## src/rtl/l2_bank_pkg.sv

```systemverilog
// l2_bank_pkg: shared types and constants for the L2 bank controller.
//   state_e  : controller FSM states (zero-fill, normal run)
//   rsp_e    : source selector for the registered response data
//   ERR_DATA : read data returned for out-of-range accesses
//   ADDR_W / DATA_W / BE_W : TCDM bus widths
package l2_bank_pkg;

  localparam int unsigned ADDR_W = 32;
  localparam int unsigned DATA_W = 32;
  localparam int unsigned BE_W   = 4;

  localparam logic [DATA_W-1:0] ERR_DATA = 32'hBADA_CCE5;

  typedef enum logic {
    S_INIT,
    S_RUN
  } state_e;

  typedef enum logic [1:0] {
    RSP_ZERO,
    RSP_MEM,
    RSP_ERR
  } rsp_e;

  // Byte-offset window test; the subtraction wraps, so addresses below the
  // base land far above the window and are rejected as well.
  function automatic logic addr_in_range(
    input logic [ADDR_W-1:0] offset,
    input logic [ADDR_W-1:0] bytes
  );
    return offset < bytes;
  endfunction

endpackage

```

## src/rtl/l2_bank_ctrl_if.sv

```systemverilog
// l2_bank_ctrl_if: TCDM request/response bus between the lint master and
// the L2 bank controller.
//   req, add, wen (1 = read), wdata, be : request, driven by the master
//   gnt                                : same-cycle grant, driven by the bank
//   r_valid, r_rdata                   : response one cycle after the grant
interface l2_bank_ctrl_if;

  logic                            req;
  logic [l2_bank_pkg::ADDR_W-1:0]  add;
  logic                            wen;
  logic [l2_bank_pkg::DATA_W-1:0]  wdata;
  logic [l2_bank_pkg::BE_W-1:0]    be;
  logic                            gnt;
  logic                            r_valid;
  logic [l2_bank_pkg::DATA_W-1:0]  r_rdata;

  modport master (
    output req, add, wen, wdata, be,
    input  gnt, r_valid, r_rdata
  );

  modport slave (
    input  req, add, wen, wdata, be,
    output gnt, r_valid, r_rdata
  );

endinterface

```

## src/rtl/l2_bank_init_seq.sv

```systemverilog
// l2_bank_init_seq: zero-fill word counter and init request edge detector.
//   clk, rst_n  : clock, asynchronous active-low reset
//   init_n      : raw init request; a high-to-low transition is reported
//   fill_en     : advance the counter (controller is filling)
//   fill_clr    : restart the counter at word 0
//   cnt         : word address of the current fill write
//   done        : final fill word is being written this cycle
//   init_fall   : init_n was high last cycle and is low now
module l2_bank_init_seq #(
  parameter  int unsigned NUM_WORDS = 8192,
  localparam int unsigned AW        = $clog2(NUM_WORDS)
) (
  input  logic          clk,
  input  logic          rst_n,
  input  logic          init_n,
  input  logic          fill_en,
  input  logic          fill_clr,
  output logic [AW-1:0] cnt,
  output logic          done,
  output logic          init_fall
);

  logic init_prev;

  // init_prev resets low so a line already low at reset release is not
  // mistaken for a fresh request.
  always_ff @(posedge clk or negedge rst_n) begin
    if (!rst_n) begin
      cnt       <= '0;
      init_prev <= 1'b0;
    end else begin
      init_prev <= init_n;
      if (fill_clr) begin
        cnt <= '0;
      end else if (fill_en) begin
        cnt <= cnt + 1'b1;
      end
    end
  end

  // The counter wraps to zero on its own after the last word.
  assign done      = fill_en && (cnt == AW'(NUM_WORDS - 1));
  assign init_fall = init_prev && !init_n;

endmodule

```

## src/rtl/l2_bank_ctrl.sv

```systemverilog
// l2_bank_ctrl: single-bank L2 controller, TCDM bus to one SRAM macro.
//   clk_i, rst_ni    : clock, asynchronous active-low reset
//   init_ni          : falling edge requests a zero-fill of the bank
//   tcdm             : TCDM slave port (req/gnt, 1-cycle r_valid response)
//   mem_csn_o/wen_o  : SRAM chip select / write enable, active-low
//   mem_addr_o       : SRAM word address
//   mem_wdata_o/be_o : SRAM write data / byte enables
//   mem_rdata_i      : SRAM read data, one cycle after a read select
//   busy_o           : zero-fill in progress
//   err_o, err_clr_i : sticky out-of-range flag and its clear
// Optional macro L2_BANK_ACC_CNT_EN adds rd_cnt_o / wr_cnt_o, saturating
// counts of in-range granted reads and writes, cleared by err_clr_i.
module l2_bank_ctrl
  import l2_bank_pkg::*;
#(
  parameter  int unsigned       NUM_WORDS     = 8192,
  parameter  logic [ADDR_W-1:0] BASE_ADDR     = 32'h1C00_0000,
  parameter  bit                INIT_ON_RESET = 1'b1,
  localparam int unsigned       MEM_AW        = $clog2(NUM_WORDS)
) (
  input  logic              clk_i,
  input  logic              rst_ni,
  input  logic              init_ni,
  l2_bank_ctrl_if.slave     tcdm,
  output logic              mem_csn_o,
  output logic              mem_wen_o,
  output logic [MEM_AW-1:0] mem_addr_o,
  output logic [DATA_W-1:0] mem_wdata_o,
  output logic [BE_W-1:0]   mem_be_o,
  input  logic [DATA_W-1:0] mem_rdata_i,
  output logic              busy_o,
  output logic              err_o,
  input  logic              err_clr_i
`ifdef L2_BANK_ACC_CNT_EN
  ,
  output logic [31:0]       rd_cnt_o,
  output logic [31:0]       wr_cnt_o
`endif
);

  localparam logic [ADDR_W-1:0] RANGE_BYTES = ADDR_W'(NUM_WORDS * 4);

  state_e            state;
  logic [MEM_AW-1:0] fill_cnt;
  logic              fill_done;
  logic              init_fall;
  logic              fill_clr;
  logic [ADDR_W-1:0] offset;
  logic              in_range;
  logic              gnt;
  logic              rsp_valid;
  rsp_e              rsp_sel;
  logic              err;

  assign offset   = tcdm.add - BASE_ADDR;
  assign in_range = addr_in_range(offset, RANGE_BYTES);
  assign fill_clr = (state == S_RUN) && init_fall;

  l2_bank_init_seq #(
    .NUM_WORDS (NUM_WORDS)
  ) u_init_seq (
    .clk       (clk_i),
    .rst_n     (rst_ni),
    .init_n    (init_ni),
    .fill_en   (state == S_INIT),
    .fill_clr  (fill_clr),
    .cnt       (fill_cnt),
    .done      (fill_done),
    .init_fall (init_fall)
  );

  // Grant and SRAM strobes are combinational so an in-range read sees its
  // data exactly one cycle later. They are qualified with rst_ni so every
  // output sits at its idle value for the whole time reset is held.
  always_comb begin
    gnt         = 1'b0;
    busy_o      = 1'b0;
    mem_csn_o   = 1'b1;
    mem_wen_o   = 1'b1;
    mem_addr_o  = '0;
    mem_wdata_o = '0;
    mem_be_o    = '0;
    if (rst_ni) begin
      case (state)
        S_INIT: begin
          busy_o     = 1'b1;
          mem_csn_o  = 1'b0;
          mem_wen_o  = 1'b0;
          mem_be_o   = '1;
          mem_addr_o = fill_cnt;
        end
        S_RUN: begin
          gnt = tcdm.req;
          if (tcdm.req && in_range) begin
            mem_csn_o   = 1'b0;
            mem_wen_o   = tcdm.wen;
            mem_addr_o  = offset[MEM_AW+1:2];
            mem_wdata_o = tcdm.wdata;
            mem_be_o    = tcdm.be;
          end
        end
        default: ;
      endcase
    end
  end

  always_ff @(posedge clk_i or negedge rst_ni) begin
    if (!rst_ni) begin
      state     <= INIT_ON_RESET ? S_INIT : S_RUN;
      rsp_valid <= 1'b0;
      rsp_sel   <= RSP_ZERO;
      err       <= 1'b0;
    end else begin
      case (state)
        S_INIT:  if (fill_done) state <= S_RUN;
        S_RUN:   if (init_fall) state <= S_INIT;
        default: state <= S_RUN;
      endcase

      // A grant in the cycle init_ni falls still gets its response here.
      rsp_valid <= gnt;
      if (gnt) begin
        if (!tcdm.wen)     rsp_sel <= RSP_ZERO;
        else if (in_range) rsp_sel <= RSP_MEM;
        else               rsp_sel <= RSP_ERR;
      end

      if (gnt && !in_range) begin
        err <= 1'b1;
      end else if (err_clr_i) begin
        err <= 1'b0;
      end
    end
  end

  always_comb begin
    tcdm.r_rdata = '0;
    if (rsp_valid) begin
      case (rsp_sel)
        RSP_MEM:  tcdm.r_rdata = mem_rdata_i;
        RSP_ERR:  tcdm.r_rdata = ERR_DATA;
        default:  tcdm.r_rdata = '0;
      endcase
    end
  end

  assign tcdm.gnt     = gnt;
  assign tcdm.r_valid = rsp_valid;
  assign err_o        = err;

`ifdef L2_BANK_ACC_CNT_EN
  logic [31:0] rd_cnt;
  logic [31:0] wr_cnt;

  always_ff @(posedge clk_i or negedge rst_ni) begin
    if (!rst_ni) begin
      rd_cnt <= '0;
      wr_cnt <= '0;
    end else if (err_clr_i) begin
      rd_cnt <= '0;
      wr_cnt <= '0;
    end else if (gnt && in_range) begin
      if (tcdm.wen && rd_cnt != '1)  rd_cnt <= rd_cnt + 1'b1;
      if (!tcdm.wen && wr_cnt != '1) wr_cnt <= wr_cnt + 1'b1;
    end
  end

  assign rd_cnt_o = rd_cnt;
  assign wr_cnt_o = wr_cnt;
`endif

endmodule
```

## src/flat_wrapper.sv

```systemverilog
// flat-port wrapper written by rule: the top's interface ports become plain ports
module l2_bank_ctrl_flat import l2_bank_pkg::*;
#(
  parameter  int unsigned       NUM_WORDS     = 8192,
  parameter  logic [ADDR_W-1:0] BASE_ADDR     = 32'h1C00_0000,
  parameter  bit                INIT_ON_RESET = 1'b1,
  localparam int unsigned       MEM_AW        = $clog2(NUM_WORDS)
)
  (clk_i, rst_ni, init_ni, mem_csn_o, mem_wen_o, mem_addr_o, mem_wdata_o, mem_be_o, mem_rdata_i, busy_o, err_o, err_clr_i, tcdm_req, tcdm_add, tcdm_wen, tcdm_wdata, tcdm_be, tcdm_gnt, tcdm_r_valid, tcdm_r_rdata);
  l2_bank_ctrl_if tcdm_i ();
  input  logic clk_i;
  input  logic rst_ni;
  input  logic init_ni;
  output logic mem_csn_o;
  output logic mem_wen_o;
  output logic [MEM_AW-1:0] mem_addr_o;
  output logic [DATA_W-1:0] mem_wdata_o;
  output logic [BE_W-1:0] mem_be_o;
  input  logic [DATA_W-1:0] mem_rdata_i;
  output logic busy_o;
  output logic err_o;
  input  logic err_clr_i;
  input wire logic [$bits(tcdm_i.req)-1:0] tcdm_req;
  input wire logic [$bits(tcdm_i.add)-1:0] tcdm_add;
  input wire logic [$bits(tcdm_i.wen)-1:0] tcdm_wen;
  input wire logic [$bits(tcdm_i.wdata)-1:0] tcdm_wdata;
  input wire logic [$bits(tcdm_i.be)-1:0] tcdm_be;
  output wire logic [$bits(tcdm_i.gnt)-1:0] tcdm_gnt;
  output wire logic [$bits(tcdm_i.r_valid)-1:0] tcdm_r_valid;
  output wire logic [$bits(tcdm_i.r_rdata)-1:0] tcdm_r_rdata;
  assign tcdm_i.req = tcdm_req;
  assign tcdm_i.add = tcdm_add;
  assign tcdm_i.wen = tcdm_wen;
  assign tcdm_i.wdata = tcdm_wdata;
  assign tcdm_i.be = tcdm_be;
  assign tcdm_gnt = tcdm_i.gnt;
  assign tcdm_r_valid = tcdm_i.r_valid;
  assign tcdm_r_rdata = tcdm_i.r_rdata;
  l2_bank_ctrl #(.NUM_WORDS(NUM_WORDS), .BASE_ADDR(BASE_ADDR), .INIT_ON_RESET(INIT_ON_RESET)) u_core (.clk_i(clk_i), .rst_ni(rst_ni), .init_ni(init_ni), .tcdm(tcdm_i), .mem_csn_o(mem_csn_o), .mem_wen_o(mem_wen_o), .mem_addr_o(mem_addr_o), .mem_wdata_o(mem_wdata_o), .mem_be_o(mem_be_o), .mem_rdata_i(mem_rdata_i), .busy_o(busy_o), .err_o(err_o), .err_clr_i(err_clr_i));
endmodule
```

## config.mk

```make
export PLATFORM = sky130hd
export DESIGN_NAME = l2_bank_ctrl_flat
export DESIGN_NICKNAME = d
export VERILOG_FILES = /design/src/rtl/l2_bank_pkg.sv /design/src/rtl/l2_bank_ctrl_if.sv /design/src/rtl/l2_bank_init_seq.sv /design/src/rtl/l2_bank_ctrl.sv /design/src/flat_wrapper.sv
export SDC_FILE = /design/constraint.sdc
export NUM_CORES = 1
export LEC_CHECK = 0
export CORE_MARGIN = 2
export CORE_UTILIZATION = 35
export CTS_CLUSTER_DIAMETER = 100
export DETAILED_ROUTE_END_ITERATION = 10
export GPL_ROUTABILITY_DRIVEN = 0
export PLACE_DENSITY = 0.91
export REMOVE_ABC_BUFFERS = 1
export SLEW_MARGIN = 0
export SYNTH_ARGS = -nofsm -noshare
export SYNTH_HDL_FRONTEND = slang
export SYNTH_SLANG_ARGS = --single-unit
```

## constraint.sdc

```tcl
create_clock -name clk_i -period 5.6 [get_ports clk_i]
set_clock_uncertainty 0.15 [all_clocks]
set_input_delay 1.12 -clock clk_i [delete_from_list [all_inputs] [get_ports clk_i]]
set_output_delay 1.12 -clock clk_i [all_outputs]
set_load 0.005 [all_outputs]
```

After elaboration in Yosys (flattened, before gate mapping)
Index checks and enable logic that the tools add are counted.
{ "classes": {"n_addsub": 2, "n_mul": 0, "n_div": 0, "n_lt_le_gt_ge": 1, "eq_ne": 4, "shift": 0, "n_mux": 30, "n_bitwise": 1, "n_reduce_logical": 8} }
{ "op_table": {"columns": ["operator", "count"], "rows": [
  ["$mux 32", 4],
  ["$pmux 32 s2", 1],
  ["$mux 13", 4],
  ["$lt 32x16->1 const B", 1],
  ["$sub 32x29->32 const B", 1],
  ["$pmux 13 s2", 1],
  ["$add 13x1->13 const B", 1],
  ["$eq 13x13->1 const B", 1],
  ["$mux 1", 12],
  ["$mux 4", 2],
  ["$pmux 4 s2", 1],
  ["$pmux 1 s2", 3],
  ["$logic_and 1x1->1", 5],
  ["$mux 2", 2],
  ["$eq 2x1->1 const B", 1],
  ["$eq 2x2->1 const B", 1],
  ["$logic_not 1->1", 2],
  ["$ne 2x2->1 const B", 1],
  ["$reduce_bool 2->1", 1],
  ["$not 1->1", 1]
]} }
{ "word_totals": {"ff_bits": 19, "latch_bits": 0, "ram_bits": 0, "romBits": 0, "inputBits": 106, "output_inout_bits": 87, "wordCells": 52, "n_memories": 0} }

Logic depth before layout (Yosys ltp)
Gate-level depths: netlist of run 1.
{ "logic_depth": {"depth_word": 6, "ltp_mapped": 6, "depth_no_buf": 5} }

Modules after synthesis
Synthesis of run 1 repeated with hierarchy kept, for this count alone.
{ "unflattened": {"hier_cells": 299, "hier_area_um2": 2220.9} }
{ "by_module_without_submodules": {"columns": ["mod", "instances", "cells_per_inst", "area_each_um2", "seq_area_each_um2"], "rows": [
  ["l2_bank_ctrl", 1, 227, 1488.9, 125.1],
  ["l2_bank_init_seq", 1, 72, 732.0, 350.3]
]} }

Worst setup path before layout of run 1
No wires, ideal clock.
{ "synth_path": {"kind": "input to output", "start": "input tcdm_add[23]", "end": "output mem_wdata_o[29]", "arrival_time_ns": 2.435, "required_ns": 4.330, "path_slack_ns": 1.895, "stages": 5, "n_path_buf": 2, "cell_sequence": "or4_4 > or2_1 > buf_6 > buf_6 > nor4_2"} }
{ "synth_via": {"elab_chain_cells": 6} }
{ "synth_rtl": {"columns": ["item", "line", "source"], "rows": [
  ["start: declaration", "flat_wrapper.sv:24", "input wire logic [$bits(tcdm_i.add)-1:0] tcdm_add;"],
  ["$sub 32x29->32", "l2_bank_ctrl.sv:55", "assign offset = tcdm.add - BASE_ADDR;"],
  ["$lt 32x16->1", "l2_bank_pkg.sv:31", "return offset < bytes;"],
  ["$logic_and 1x1->1", "l2_bank_ctrl.sv:94", "if (tcdm.req && in_range) begin"],
  ["$mux 32", "l2_bank_ctrl.sv:94", null],
  ["$mux 32", "l2_bank_ctrl.sv:84", "case (state)"],
  ["$mux 32", "l2_bank_ctrl.sv:83", "if (rst_ni) begin"],
  ["end: declaration", "flat_wrapper.sv:17", "output logic [DATA_W-1:0] mem_wdata_o;"]
]} }
No other way between the ends.

Final worst setup path of run 1
{ "layout_path": {"start": "input tcdm_add[23]", "end": "output mem_wdata_o[30]"} }
Same word-level chain as after synthesis.

==> impl_metrics.json, run 1 <==
{
  "core_sq_um": 6350,
  "timing.final.crit_share_pct": 90.42,
  "end_kind": "output port",
  "min_path_type": "flip-flop to flip-flop",
  "yosys-top-cells-count": "inv_1, nand2_1, nor4_2",
  "synth_edf_count": 0,
  "holdWs_ps": 363.1,
  "area_delta_synth_final_pct": 85.63,
  "hold_viol": 0,
  "irDropWorstVdd_mv": 0.1002,
  "nFillCells": 496,
  "port_buffers": 190,
  "grt_first_pass_wirelength_microns": 13190,
  "finalNetCount": 577,
  "multiInputGateArea_sq_um": 1528,
  "ys_top_cells_by_area": "dfrtp_1, nor4_2, o31ai_2",
  "post-dp-hpwl_microns": 6446,
  "critPathArrivalTime_ps": 3790,
  "worst_slew_pin_slew_ps": 954.9,
  "pwr-share-seq_pct": 40.4,
  "drive_gt1_share_pct": 13.92,
  "die_y_microns": 84.88,
  "synth_fa_ha_area_share_pct": 1.639,
  "cts_made_buffers": 3,
  "root_buffer": "clkbuf_8",
  "drt_wl_total_microns": 8235,
  "ff_latch_area_sq_um": 475.5,
  "synthesis.area_sq_um": 2290,
  "max_freq_mhz": 197.5,
  "ant_nets": 0,
  "wire_per_inst_microns": 15.14,
  "internal-power_uw": 265.0,
  "postCtsResizedCells": 0,
  "cp-start-kind": "input port",
  "synth_cell_types": 44,
  "die-area_sq_um": 7205,
  "finalCriticalPeriod_ps": 5064,
  "cellPowerDensity_nw_per_um2": 80.09,
  "synth-main-ff-cell": "dfrtp_1",
  "rows": 29,
  "leakagePower_uw": 0.001511,
  "synth_top_area_share_pct": 20.77,
  "synth-simple-area-share_pct": 42.13,
  "netSwitchingFraction_pct": 22.16,
  "yosysWarnings": 0,
  "setup_tns_ps": 0,
  "antennaDiodeCount": 0,
  "via_per_inst": 5.206,
  "clk_pin_slew_ps": 70,
  "drc": 0,
  "clkSinkCount": 19,
  "cts_hold_buf": 0,
  "synth.avg_cell_area_sq_um": 7.815,
  "grt_overflow_total": 0,
  "combPwrFrac_pct": 31.6,
  "synth_top_family_by_area": "simple AND/OR/NAND/NOR gates",
  "status": "finished clean",
  "dr.pass1.iters": 4,
  "synthArstFlopShare_pct": 100.0,
  "p_switching_uw": 75.45,
  "h-tree-depth": 1,
  "ios": 193,
  "synth_compound_area_share_pct": 20.66,
  "drv_slew": 0,
  "synth_xor_area_share_pct": 0.7650,
  "synth.mux.area_fraction_pct": 1.311,
  "drt_iter0_markers": 89,
  "relSlewSlack_pct": 36.34,
  "synth_top_area_cell": "dfrtp_1",
  "p_clk_share_pct": 28.0,
  "cts_tree": "yes",
  "drv_cap": 0,
  "cts_setup_buffers": 0,
  "clock_latency_ps": 250,
  "antenna_found_initial": 0,
  "initial_core_util_pct": 36.06,
  "rsz0062_at_grt": "false",
  "critical_path_required_ps": 4330,
  "seq_area_frac_synth_pct": 20.77,
  "path_class": "input port to output port",
  "setup-violations-final": 0,
  "clockBufferDepth": 2,
  "die_x_microns": 84.88,
  "worstPathMaxFanout": 30,
  "synth-seq-cells": 19,
  "synthCells": 293,
  "grt_usage_pct": 21.74,
  "grt_max_degree": 33,
  "grt_pass1_vias": 2806,
  "via_count": 2832
}
[logic make-up (layout without fill, tap and decap cells)]
logic type	count (synthesis)	in the layout
flip-flops	19	19
AND/OR/NAND/NOR	144	144
AO/OA/AOI/OAI	57	57
XOR/XNOR	2	2
buffers and inverters	65	239
adder cells (fa/ha/maj)	3	3
multiplexers	3	3
[path summary, 6_finish.rpt]
path / slack [ps] / depth (start not counted) / to / from
max: 540 / 6 / mem_wdata_o[30] / tcdm_add[23]
min: 360 / 1 / u_core.u_init_seq.cnt[11] / u_core.u_init_seq.cnt[11]
max reg2reg: 3860 / 4 / u_core.u_init_seq.cnt[10] / u_core.u_init_seq.cnt[0]
min reg2reg: 360 / 1 / u_core.u_init_seq.cnt[11] / u_core.u_init_seq.cnt[11]
max in group asynchronous: 3740 / 2 / u_core.err_o / rst_ni
min in group asynchronous: 1350 / 2 / u_core.u_init_seq.cnt[12] / rst_ni
[flip-flops by register name, summed over array words and instances (netlist names)]
name	cells
u_core.u_init_seq.init_prev	1
u_core.state	1
u_core.err_o	1
u_core.rsp_sel	2
u_core.tcdm.r_valid	1
u_core.u_init_seq.cnt	13
[metrics by stage]
step / std cells / util, % / total power [uW] / instance area (sq um) / setup slack [ps]
after global routing: 544 / 66.94 / 355.3 / 4250 / 404.0
after floorplan: 267 / - / 158.5 / 2145 / 1145
final: 544 / 66.94 / 340.4 / 4250 / 536.4
after detailed placement: 540 / 66.23 / 248.1 / 4205 / 533.5
after global placement: 540 / 66.23 / 245.7 / 4205 / 587.8
after CTS: 544 / 66.94 / 343.4 / 4250 / 526.6
[cell usage in the layout, fill, tap and decap left out, drive strengths merged, types with 2 or more instances in the layout]
master | synthesis | final
nand2b | 4 | 4
o41ai | 3 | 3
clkbuf | 14 | 4
nand4b | 3 | 3
ha | 3 | 3
nor3 | 2 | 2
nor4 | 36 | 36
nand4 | 4 | 4
nand3 | 12 | 12
nand2 | 37 | 37
dfrtp | 19 | 19
o31ai | 19 | 19
clkdlybuf4s50 | 0 | 190
and3 | 13 | 13
inv | 39 | 39
a22o | 3 | 3
mux2i | 3 | 3
o21ai | 4 | 4
a21oi | 19 | 19
o211ai | 2 | 2
o311ai | 3 | 3
buf | 12 | 6
nor2 | 24 | 24
[cell type report]
type / count / area share (%)
Inverter: 39 / 3.444
Clock buffer: 4 / 1.060
Timing Repair Buffer: 196 / 46.10
Tap cell: 77 / 2.267
Sequential cell: 19 / 11.19
Multi-Input combinational cell: 209 / 35.94
[power groups by stage]
| stage | clock network, uW | registers [uW] | logic, uW |
|---|---|---|---|
| 2_1_floorplan | 0 | 140 | 18.1 |
| 3_3_place_gp | 0 | 140 | 105 |
| 3_5_place_dp | 0 | 140 | 108 |
| 4_1_cts | 97.3 | 138 | 108 |
| 5_1_grt | 103 | 138 | 114 |
| 6_report | 95.2 | 138 | 107 |
[per-layer routing]
layer	vias up	track usage [%]	wire [microns]
met4	0	5.051	112
met1	1307	24.68	3130
met2	119	40.80	4296
met3	10	5.350	696
met5	-	0	0
li1	1396	-	-
[critical path: stages]
cell and delay (ps):
clkdlybuf4s50_1 400, or4_4 560, or2_2 570, buf_12 290, nor4_2 280, clkdlybuf4s50_1 570
Power figures use the tool's default switching activity.
==> run 2: changes to the inputs <==
- MAX_ROUTING_LAYER: default -> met4
==> run 2 against run 1 <==
Against the previous run: cell area is the same; cell count is the same; critical path depth unchanged; non-clock buffer count is the same; hold slack lost 2.4 ps; fmax barely moved; combinational power about the same; critical path type unchanged; critical endpoint unchanged; largest cell class unchanged; highest routed layer unchanged.
==> impl_metrics.json, run 2 (synthesis gave the netlist of run 1 again) <==
{
  "worstReg2RegEnd": "u_core.u_init_seq.cnt[10]",
  "cp-startpoint": "tcdm_add[23]",
  "ff2ff_setup_slack_ps": 3880,
  "drv_slew": 0,
  "grt_usage_pct": 22.39,
  "setup_ws_ps": 532.0,
  "area_delta_synth_final_pct": 85.63,
  "clkSinkCount": 19,
  "antenna_found_initial": 0,
  "critical_path_required_ps": 4330,
  "rows": 29,
  "clock_latency_ps": 250,
  "worstPathMaxFanout": 30,
  "final_common_cell": "clkdlybuf4s50_1",
  "ant_nets": 0,
  "regMostFlops": "u_core.u_init_seq.cnt",
  "rsz0062_at_grt": "false",
  "cp.depth": 6,
  "worst_slew_pin_slew_ps": 939.5,
  "path_class": "input port to output port",
  "cts_setup_buffers": 0,
  "die_x_microns": 84.88,
  "cellPowerDensity_nw_per_um2": 80.15,
  "port_buffers": 190,
  "placed_cell_area_sq_um": 4205,
  "layout_common_cells": "clkdlybuf4s50_1, inv_1, nand2_1",
  "relSlewSlack_pct": 37.37,
  "finalInstanceArea_sq_um": 4250,
  "initial_core_util_pct": 36.06,
  "grt_overflow_total": 0,
  "finalCriticalPeriod_ps": 5068,
  "root_buffer": "clkbuf_8",
  "setup_tns_ps": 0,
  "die_y_microns": 84.88,
  "min_path_type": "flip-flop to flip-flop",
  "die-area_sq_um": 7205,
  "via_per_inst": 5.233,
  "ios": 193,
  "cts_tree": "yes",
  "leakagePower_uw": 0.001511,
  "cp-start-kind": "input port",
  "core_sq_um": 6350,
  "cts_hold_buf": 0,
  "timing.final.crit_share_pct": 90.50,
  "finalNetCount": 577,
  "top_regs": "u_core.u_init_seq.cnt: 13 flops, u_core.rsp_sel: 2 flops",
  "hold_viol": 0,
  "drive_gt1_share_pct": 13.92,
  "slowest_delay_ps": 570,
  "antennaDiodeCount": 0,
  "dpl_worst_slack_ps": 533.5,
  "post-dp-hpwl_microns": 6446,
  "cts_made_buffers": 3,
  "via_count": 2847,
  "crit_chain": "clkdlybuf4s50_1 -> or4_4 -> or2_2 -> buf_12 -> nor4_2 -> clkdlybuf4s50_1",
  "grt_pass1_vias": 2807,
  "setup-violations-final": 0,
  "cp-endpoint": "mem_wdata_o[30]",
  "critPathMostFrequentCell": "clkdlybuf4s50_1",
  "drt_wl_total_microns": 8183,
  "path_buf_inv": 3,
  "rr_worst_depth": 4,
  "grt_max_degree": 33,
  "max_freq_mhz": 197.3,
  "wire_per_inst_microns": 15.04,
  "clk_pin_slew_ps": 70,
  "irDropWorstVdd_mv": 0.1001,
  "slowest_stage": "or2_2",
  "status": "finished clean",
  "postCtsResizedCells": 0,
  "dr.pass1.iters": 6,
  "drt_iter0_markers": 75,
  "critPathArrivalTime_ps": 3800,
  "h-tree-depth": 1,
  "drc": 0,
  "drv_cap": 0,
  "clockBufferDepth": 2,
  "min-delay-start": "u_core.u_init_seq.cnt[11]",
  "largest_reg_flops": 13,
  "grt_first_pass_wirelength_microns": 13190,
  "path_delay_family": "simple AND/OR/NAND/NOR gates",
  "r2r_start": "u_core.u_init_seq.cnt[0]",
  "end_kind": "output port"
}
-- run 2: cell counts in the layout (fill, tap and decap cells not counted) --
Identical to the previous run, type by type.
-- run 2: final cells by class --
type	instances	area, sq um
flip-flops and latches	19	475.5
inverters	39	146.4
repair buffers	196	1959
well taps	77	96.34
clock buffers	4	45.04
multi-input cells	209	1528
fillers	496	2100
-- run 2: stage by stage --
| stage | instances | utilization [%] | hold WS, ps | total power (uW) |
|---|---|---|---|---|
| CTS | 544 | 66.94 | 363.9 | 343.4 |
| global route | 544 | 66.94 | 400.5 | 355.3 |
| global placement | 540 | 66.23 | 334.4 | 245.7 |
| detailed placement | 540 | 66.23 | 355.2 | 248.1 |
| finish | 544 | 66.94 | 360.7 | 340.6 |
| floorplan | 267 | - | 320.1 | 158.5 |
-- run 2: worst min-delay path by stage --
stage / slack, ps / cells past startpoint / to
after global placement: 330 / 1 / u_core.u_init_seq.cnt[11]
after detailed placement: 360 / 1 / u_core.u_init_seq.cnt[11]
after floorplan: 320 / 1 / u_core.u_init_seq.cnt[11]
final: 360 / 1 / u_core.u_init_seq.cnt[11]
after CTS: 360 / 1 / u_core.u_init_seq.cnt[11]
after global routing: 400 / 1 / u_core.u_init_seq.cnt[11]
-- run 2: worst register-to-register path, delay by kind of cell, from the launching register on --
| kind | cells | cell delay (ps) |
|---|---|---|
| fa+ha+maj | 1 | 230 |
| flops | 1 | 420 |
| compound gates | 2 | 510 |
| simple gates | 1 | 280 |
-- run 2: metal layers --
layer	track usage, %	part of all wire, %	wire [microns]	up-vias
met5	-	0	0	-
li1	-	-	-	1397
met3	2.043	6.0	492	8
met1	26.91	39	3229	1317
met4	5.051	1.3	108	0
met2	40.59	53	4352	125
-- run 2: report_power, final --
part | switching, uW | internal [uW]
clock | 44.9 | 50.5
combinational | 30.6 | 77.0
sequential | 0.193 | 137
total | 75.7 | 265
==> run 3: changes to the inputs <==
- CORE_ASPECT_RATIO: default -> 0.6
- CTS_CLUSTER_SIZE: default -> 24
==> run 3 against run 2 <==
Against the previous run: routed wire length is 6.8% higher; worst setup slack better by 23 ps; combinational power is essentially flat; critical endpoint is now mem_wdata_o[24]; largest cell class unchanged; total power is 0.15% higher.
==> impl_metrics.json, run 3 (synthesis gave the netlist of run 1 again) <==
{
  "dr.pass1.iters": 4,
  "drt_wl_total_microns": 8737,
  "cts_hold_buf": 0,
  "rows": 22,
  "regMostFlops": "u_core.u_init_seq.cnt",
  "drt_iter0_markers": 157,
  "setup_tns_ps": 0,
  "path_class": "input port to output port",
  "die-area_sq_um": 7226,
  "antenna_found_initial": 0,
  "met3_usage_pct": 4.012,
  "end_kind": "output port",
  "top_regs": "u_core.u_init_seq.cnt: 13 flops, u_core.rsp_sel: 2 flops",
  "status": "finished clean",
  "via_per_inst": 5.280,
  "h-tree-depth": 1,
  "path_delay_family": "simple AND/OR/NAND/NOR gates",
  "irDropWorstVdd_mv": 0.07256,
  "placed_cells": 546,
  "max_freq_mhz": 198.2,
  "area_delta_synth_final_pct": 85.68,
  "clockBufferDepth": 2,
  "clkSinkCount": 19,
  "critPathMostFrequentCell": "clkdlybuf4s50_1",
  "worstPathMaxFanout": 37,
  "grt_usage_pct": 23.29,
  "instances_no_fill": 550,
  "critPathArrivalTime_ps": 3780,
  "cts_tree": "yes",
  "core_sq_um": 6221,
  "grt_max_degree": 38,
  "busiest_layer": "met2",
  "initial_core_util_pct": 36.81,
  "grt_pass1_vias": 2618,
  "crit_chain": "clkdlybuf4s50_1 -> or4_4 -> or2_2 -> buf_12 -> nor4_2 -> clkdlybuf4s50_1",
  "cts_setup_buffers": 0,
  "grt_first_pass_wirelength_microns": 13010,
  "via_count": 2904,
  "wire_per_inst_microns": 15.89,
  "port_buffers": 190,
  "hold_viol": 0,
  "nFillCells": 508,
  "root_buffer": "clkbuf_8",
  "finalNetCount": 576,
  "final_common_cell": "clkdlybuf4s50_1",
  "cellPowerDensity_nw_per_um2": 80.25,
  "min_path_type": "flip-flop to flip-flop",
  "path_buf_inv": 3,
  "clk_pin_slew_ps": 70,
  "use_met2_pct": 40.78,
  "relSlewSlack_pct": 37.93,
  "leakagePower_uw": 0.001507,
  "grt_overflow_total": 0,
  "cp-start-kind": "input port",
  "worst_slew_pin_slew_ps": 931.1,
  "timing.final.crit_share_pct": 90.09,
  "rsz0062_at_grt": "false",
  "critical_path_required_ps": 4330,
  "grt_use_met1_pct": 28.97,
  "drv_slew": 0,
  "drv_cap": 0,
  "slowest_delay_ps": 570,
  "layout_common_cells": "clkdlybuf4s50_1, inv_1, nand2_1",
  "finalCriticalPeriod_ps": 5045,
  "antennaDiodeCount": 0,
  "die_y_microns": 66.65,
  "drive_gt1_share_pct": 13.73,
  "post-dp-hpwl_microns": 6848,
  "largest_reg_flops": 13,
  "cts_made_buffers": 3,
  "drc": 0,
  "setup-violations-final": 0,
  "postCtsResizedCells": 0,
  "clock_latency_ps": 250,
  "ios": 193,
  "slowest_stage": "or4_4",
  "die_x_microns": 108.4,
  "ant_nets": 0
}
[run 3: changes by cell type in the layout (fill, tap and decap cells not counted)]
cell	before	now
buf_4	5	4
[run 3: final cells by class]
class | count | area (sq um) | share of cell area (%)
repair buffers | 195 | 1952 | 45.91
multi-input cells | 209 | 1528 | 35.93
flip-flops and latches | 19 | 475.5 | 11.18
inverters | 39 | 146.4 | 3.443
well taps | 84 | 105.1 | 2.472
clock buffers | 4 | 45.04 | 1.059
[run 3: path summary, 6_finish.rpt]
check	startpoint	end	slack [ps]	depth (start not counted)
worst min-delay path	u_core.u_init_seq.cnt[11]	u_core.u_init_seq.cnt[11]	380	1
worst max register to register	u_core.u_init_seq.cnt[0]	u_core.u_init_seq.cnt[10]	3780	4
min in group asynchronous	rst_ni	u_core.u_init_seq.cnt[0]	1040	1
worst min register to register	u_core.u_init_seq.cnt[11]	u_core.u_init_seq.cnt[11]	380	1
worst max-delay path	tcdm_add[23]	mem_wdata_o[24]	550	6
max in group asynchronous	rst_ni	u_core.u_init_seq.cnt[7]	3660	2
[run 3: per-layer routing]
layer,up-vias,share of wire (%)
met5,-,0
met4,0,0.84
met3,8,9.0
met2,134,50
met1,1372,40
li1,1390,-
[run 3: per-stage QoR]
step / hold WS, ps / cell area, sq um / utilization (%) / total power [uW] / worst slack, ps
3_3_place_gp: 346.5 / 4207 / 67.62 / 245.3 / 626.2
6_report: 376.2 / 4252 / 68.34 / 341.2 / 554.8
3_5_place_dp: 364.0 / 4207 / 67.62 / 248.1 / 572.3
4_1_cts: 373.4 / 4252 / 68.34 / 342.6 / 551.8
2_1_floorplan: 320.1 / 2145 / - / 158.5 / 1145
5_1_grt: 407.2 / 4252 / 68.34 / 355.2 / 478.0
[run 3: power breakdown]
part | total (uW) | switching, uW | internal, uW | leakage (uW)
registers | 138 | 0.222 | 137 | 0.000238
clock network | 95.6 | 45.1 | 50.5 | 0.0000228
logic | 108 | 30.8 | 77.0 | 0.00125
total | 341 | 76.2 | 265 | 0.00151
